===== src/rtl/alu_arbiter.sv =====
// Two-requester front end for the shared 32-bit ALU: it arbitrates, registers the operands,
// captures the ALU result one cycle later and returns it on a tagged response channel.
module alu_arbiter #(
  parameter bit RR_EN = 1'b1
) (
  input  logic        clk,
  input  logic        reset,
  input  logic        ReqValid0,
  input  logic        ReqValid1,
  output logic        ReqReady0,
  output logic        ReqReady1,
  input  logic [3:0]  ReqOp0,
  input  logic [3:0]  ReqOp1,
  input  logic [31:0] ReqA0,
  input  logic [31:0] ReqA1,
  input  logic [31:0] ReqB0,
  input  logic [31:0] ReqB1,
  input  logic [4:0]  ReqShamt0,
  input  logic [4:0]  ReqShamt1,
  output logic        RspValid,
  input  logic        RspReady,
  output logic [31:0] RspData,
  output logic        RspZero,
  output logic        RspId,
  output logic [3:0]  ALUOp,
  output logic [4:0]  shamt,
  output logic [31:0] DataIn1,
  output logic [31:0] regData2,
  output logic        ALUSrc,
  output logic        jump,
  input  logic [31:0] DataOut,
  input  logic        Zero
);

  typedef enum logic [1:0] {
    IDLE = 2'd0,
    EXEC = 2'd1,
    RESP = 2'd2
  } state_t;

  state_t      state_r;
  state_t      state_nxt_s;
  logic        last_grant_r;
  logic        grant_id_r;
  logic        window_s;
  logic        grant_sel_s;
  logic        accept_s;
  logic [3:0]  op_r;
  logic [4:0]  shamt_r;
  logic [31:0] a_r;
  logic [31:0] b_r;
  logic [31:0] rsp_data_r;
  logic        rsp_zero_r;
  logic        rsp_id_r;

  // Accept window and grant selection; nothing is accepted while reset is held.
  always_comb begin
    case (state_r)
      IDLE:    window_s = 1'b1;
      RESP:    window_s = RspReady;
      default: window_s = 1'b0;
    endcase
    if (ReqValid0 && !ReqValid1) begin
      grant_sel_s = 1'b0;
    end else if (ReqValid1 && !ReqValid0) begin
      grant_sel_s = 1'b1;
    end else if (RR_EN) begin
      grant_sel_s = ~last_grant_r;
    end else begin
      grant_sel_s = 1'b0;
    end
    accept_s = window_s && (ReqValid0 || ReqValid1) && !reset;
  end

  // State register.
  always_ff @(posedge clk or posedge reset) begin
    if (reset) begin
      state_r <= IDLE;
    end else begin
      state_r <= state_nxt_s;
    end
  end

  // Next-state logic.
  always_comb begin
    case (state_r)
      IDLE: begin
        if (accept_s) state_nxt_s = EXEC;
        else          state_nxt_s = IDLE;
      end
      EXEC:    state_nxt_s = RESP;
      RESP: begin
        if (!RspReady)     state_nxt_s = RESP;
        else if (accept_s) state_nxt_s = EXEC;
        else               state_nxt_s = IDLE;
      end
      default: state_nxt_s = IDLE;
    endcase
  end

  // FSM outputs: handshake strobes and response valid.
  always_comb begin
    ReqReady0 = accept_s && !grant_sel_s;
    ReqReady1 = accept_s && grant_sel_s;
    RspValid  = (state_r == RESP);
  end

  // Operand drive registers fall back to zero (no-op) on every cycle without an accept,
  // so the ALU only sees live operands during EXEC.
  always_ff @(posedge clk or posedge reset) begin
    if (reset) begin
      op_r         <= 4'h0;
      shamt_r      <= 5'd0;
      a_r          <= 32'd0;
      b_r          <= 32'd0;
      grant_id_r   <= 1'b0;
      last_grant_r <= 1'b1;
    end else if (accept_s) begin
      op_r         <= grant_sel_s ? ReqOp1    : ReqOp0;
      shamt_r      <= grant_sel_s ? ReqShamt1 : ReqShamt0;
      a_r          <= grant_sel_s ? ReqA1     : ReqA0;
      b_r          <= grant_sel_s ? ReqB1     : ReqB0;
      grant_id_r   <= grant_sel_s;
      last_grant_r <= grant_sel_s;
    end else begin
      op_r         <= 4'h0;
      shamt_r      <= 5'd0;
      a_r          <= 32'd0;
      b_r          <= 32'd0;
      grant_id_r   <= grant_id_r;
      last_grant_r <= last_grant_r;
    end
  end

  // Response capture at the end of EXEC; held through RESP until the next EXEC.
  always_ff @(posedge clk or posedge reset) begin
    if (reset) begin
      rsp_data_r <= 32'd0;
      rsp_zero_r <= 1'b0;
      rsp_id_r   <= 1'b0;
    end else if (state_r == EXEC) begin
      rsp_data_r <= DataOut;
      rsp_zero_r <= Zero;
      rsp_id_r   <= grant_id_r;
    end else begin
      rsp_data_r <= rsp_data_r;
      rsp_zero_r <= rsp_zero_r;
      rsp_id_r   <= rsp_id_r;
    end
  end

  assign ALUOp    = op_r;
  assign shamt    = shamt_r;
  assign DataIn1  = a_r;
  assign regData2 = b_r;
  assign ALUSrc   = 1'b0;
  assign jump     = 1'b0;
  assign RspData  = rsp_data_r;
  assign RspZero  = rsp_zero_r;
  assign RspId    = rsp_id_r;

endmodule


===== config.mk =====
export PLATFORM = sky130hd
export DESIGN_NAME = alu_arbiter
export DESIGN_NICKNAME = d
export VERILOG_FILES = /design/src/rtl/alu_arbiter.sv
export SDC_FILE = /design/constraint.sdc
export NUM_CORES = 1
export LEC_CHECK = 0
export CAP_MARGIN = 10
export CORE_MARGIN = 2
export CORE_UTILIZATION = 39
export CTS_CLUSTER_SIZE = 28
export DETAILED_ROUTE_END_ITERATION = 16
export PLACE_DENSITY = 0.86
export SLEW_MARGIN = 20
export SYNTH_ARGS = -nofsm -noshare
export SYNTH_HDL_FRONTEND = slang
export SYNTH_SLANG_ARGS = --single-unit

===== constraint.sdc =====
create_clock -name clk -period 4.3 [get_ports clk]
set_input_delay 0.645 -clock clk [delete_from_list [all_inputs] [get_ports clk]]
set_output_delay 0.645 -clock clk [all_outputs]
set_load 0.05 [all_outputs]

==> run_results.csv <==
group,metric,value,unit
sta,finalSetupViolCount,0,
setup_path,r2r_start,"state_r[0]$_DFF_PP0_",
cts,ctsHoldBuffers,0,
sta,hold_viol_final,0,
grt,grt_pass1_vias,4866,
sta,drv_slew,0,
flow_run,cap_violations,0,
cts,cts-resized-gates,0,
yosys,synth_seq_cells,111,
sta,finalSetupTns,0,ns
floorplanning,ios,296,
detailed_routing,drt_wl_total,15890,um
final_layout,stdcell_count,880,
cts,numCtsBuffers,9,
yosys,synth_xor_area_share,0,%
yosys,synth_top_family_by_area,"multiplexers",
sta,fmax,320.3,MHz
final_layout,final_cell_mix,"293 x clkdlybuf4s50_1, 146 x nand4_1, 110 x dfrtp_1, 73 x mux2i_1, 36 x mux2_2",
pwr,ir_worst_vdd,0.2826,mV
setup_path,rrSetupSlack,1.89,ns
placed_design,gp_congestion,0.8320,
detailed_routing,drc_errors,0,
pwr,powerDensity,486.4,nW/um2
setup_path,critical_path_class,"primary input to output pin",
final_layout,n_fill_cell,1016,
detailed_routing,avgViaCountPerCell,5.349,
final_layout,layout_commonest_cell,"clkdlybuf4s50_1",
grt,grt_overflow,0,
yosys,synth-compound-area-share,0.09611,%
yosys,synth-simple-area-share,18.38,%
setup_path,cp.arrival,2.48,ns
final_layout,layout.nets,882,
grt,antenna_found_initial,1,
cts,root_buffer,"clkbuf_16",
sta,finalCriticalPeriod,3.122,ns
run_status,status,"finished clean",
floorplanning,dieArea,14290,um2
final_layout,multi_input_area,2137,um2
yosys,synthAdderAreaFrac,0.2162,%
setup_path,required,3.65,ns
cts,path_clk_slew,0.07,ns
sta,fin_skew,0.009941,ns
yosys,syn-cell-area,5207,um2
grt,grt_start_max_net_pins,80,
detailed_routing,initialDrtViolationCount,226,
pwr,leakagePower,3.561,nW
sta,grt_setup_unrepaired,"no",
setup_path,rr_worst_depth,5,
yosys,muxShareOfSynthArea,21.82,%
final_layout,regArea,2779,um2
floorplanning,dieWidth,119.6,um
sta,max_slew_margin,42.57,%
detailed_routing,drtPass1Iterations,4,
grt,grt_first_pass_wirelength,24500,um
detailed_routing,avgRoutedWirePerCell,18.05,um
sta,worst-slew-pin-transition,0.8614,ns
yosys,yosysWarningCount,0,
final_layout,area_growth,62.71,%
yosys,synth-seq-area-share,53.36,%
worst_hold_path,hold_path.class,"flop to flop",
worst_hold_path,whs_endpoint,"RspId$_DFFE_PP0N_",
yosys,synthCells,445,
sta,whs,0.5033,ns
setup_path,crit_fanout,6,
worst_hold_path,worstHoldStart,"grant_id_r$_DFFE_PP0P_",
cts,cts_tree,"yes",
placed_design,dp_cells,863,
grt,groute.usage.overall,21.95,%
placed_design,portBuffers,293,
detailed_routing,antenna_left,0,
cts,post_cts_buffers,0,
cts,clkLatencyLatePin,0.35,ns
yosys,avgSynthCellArea,11.70,um2
setup_path,endpoint_kind,"output pin",
cts,cts_sinks,111,
sta,period_share,72.61,%
worst_hold_path,worst_hold_path.num_cells,1,
setup_path,worst_setup_path_start_kind,"primary input",
placed_design,dpl.hpwl,11540,um
cts,clockBufferDepth,2,
floorplanning,die_h,119.6,um
detailed_routing,routed-via-count,4707,
setup_path,r2r-end,"regData2[12]$_DFF_PP0_",
floorplanning,coreArea,13140,um2
floorplanning,rows,42,
cts,htree_levels,3,
final_layout,drive_gt1_share,9.815,%
floorplanning,start_util,39.64,%
yosys,ys_types,19,
sequential cells by signal, summed over array words and instances, names as in the netlist:
signal	flops
grant_id_r	1
regData2	32
ALUOp	4
DataIn1	32
RspData	32
state_r	2
last_grant_r	1
RspZero	1
RspId	1
shamt	5
critical path: stages:
cell,delay [ns]
clkdlybuf4s50_1,0.48
inv_1,0.05
maj3_4,0.37
nor2_1,0.11
clkdlybuf4s50_1,0.81
through the flow:
stage	total power, mW	instance area, um2	worst slack, ns	util, %
4_1_cts	4.153	8471	1.168	64.48
6_report	4.121	8473	1.178	64.50
5_1_grt	4.288	8473	1.087	64.50
3_5_place_dp	3.310	8173	1.177	62.21
2_1_floorplan	2.623	5211	0.7260	-
3_3_place_gp	3.269	8173	1.163	62.21
how the worst max path moves through the flow:
stage | startpoint | end | slack, ns | cells past startpoint
after global routing | ReqValid0 | ReqReady0 | 1.09 | 5
after detailed placement | ReqValid0 | ReqReady0 | 1.18 | 5
after global placement | ReqValid0 | ReqReady0 | 1.16 | 5
after floorplan | reset | ALUOp[0]$_DFF_PP0_ | 0.73 | 1
after CTS | ReqValid0 | ReqReady0 | 1.17 | 5
final | ReqValid0 | ReqReady0 | 1.18 | 5
cells by family (layout without fill, tap and decap cells):
family	after synthesis	count (layout)
other cells	1	3
mux	109	109
fa+ha+maj	1	1
flops	111	111
buf+inv	68	325
compound gates	1	1
simple gates	154	154
layer usage:
metal / track usage, % / up-vias / part of all wire [%]
li1: - / 2198 / -
met1: 23.25 / 2253 / 37
met2: 39.32 / 214 / 52
met3: 6.274 / 42 / 8.0
met4: 11.76 / 0 / 3.8
met5: 0 / - / 0
report_power, final:
part | switching, mW | leakage [nW] | internal [mW]
Clock | 0.374 | 0.152 | 0.466
Sequential | 0.0918 | 1.43 | 1.26
Combinational | 1.19 | 1.98 | 0.743
synth_stat cells:
| library cell | number | share of area (%) |
|---|---|---|
| and2_1 | 1 | 0.12 |
| buf_1 | 13 | 0.94 |
| dfrtp_1 | 110 | 53 |
| buf_2 | 18 | 1.7 |
| or2_2 | 1 | 0.12 |
| mux2_2 | 36 | 7.8 |
| nand3_1 | 1 | 0.096 |
| maj3_2 | 1 | 0.22 |
| buf_4 | 2 | 0.29 |
| inv_1 | 5 | 0.36 |
| clkbuf_1 | 26 | 1.9 |
| nand4_1 | 146 | 18 |
| conb_1 | 1 | 0.072 |
| nand2b_1 | 3 | 0.36 |
| mux2i_1 | 73 | 14 |
| nor2_1 | 2 | 0.14 |
| dfstp_2 | 1 | 0.50 |
| buf_6 | 4 | 0.86 |
| o21ai_0 | 1 | 0.096 |
area by class of cell:
class / instances / area share [%]
multi-input combinational: 267 / 25.22
sequential: 111 / 32.80
inverter: 5 / 0.2510
timing repair buffer: 304 / 35.59
clock inverter: 6 / 0.6940
clock buffer: 10 / 2.820
antenna: 1 / 0.02953
tap: 176 / 2.599
No activity file was read; power rests on OpenSTA's default activity.
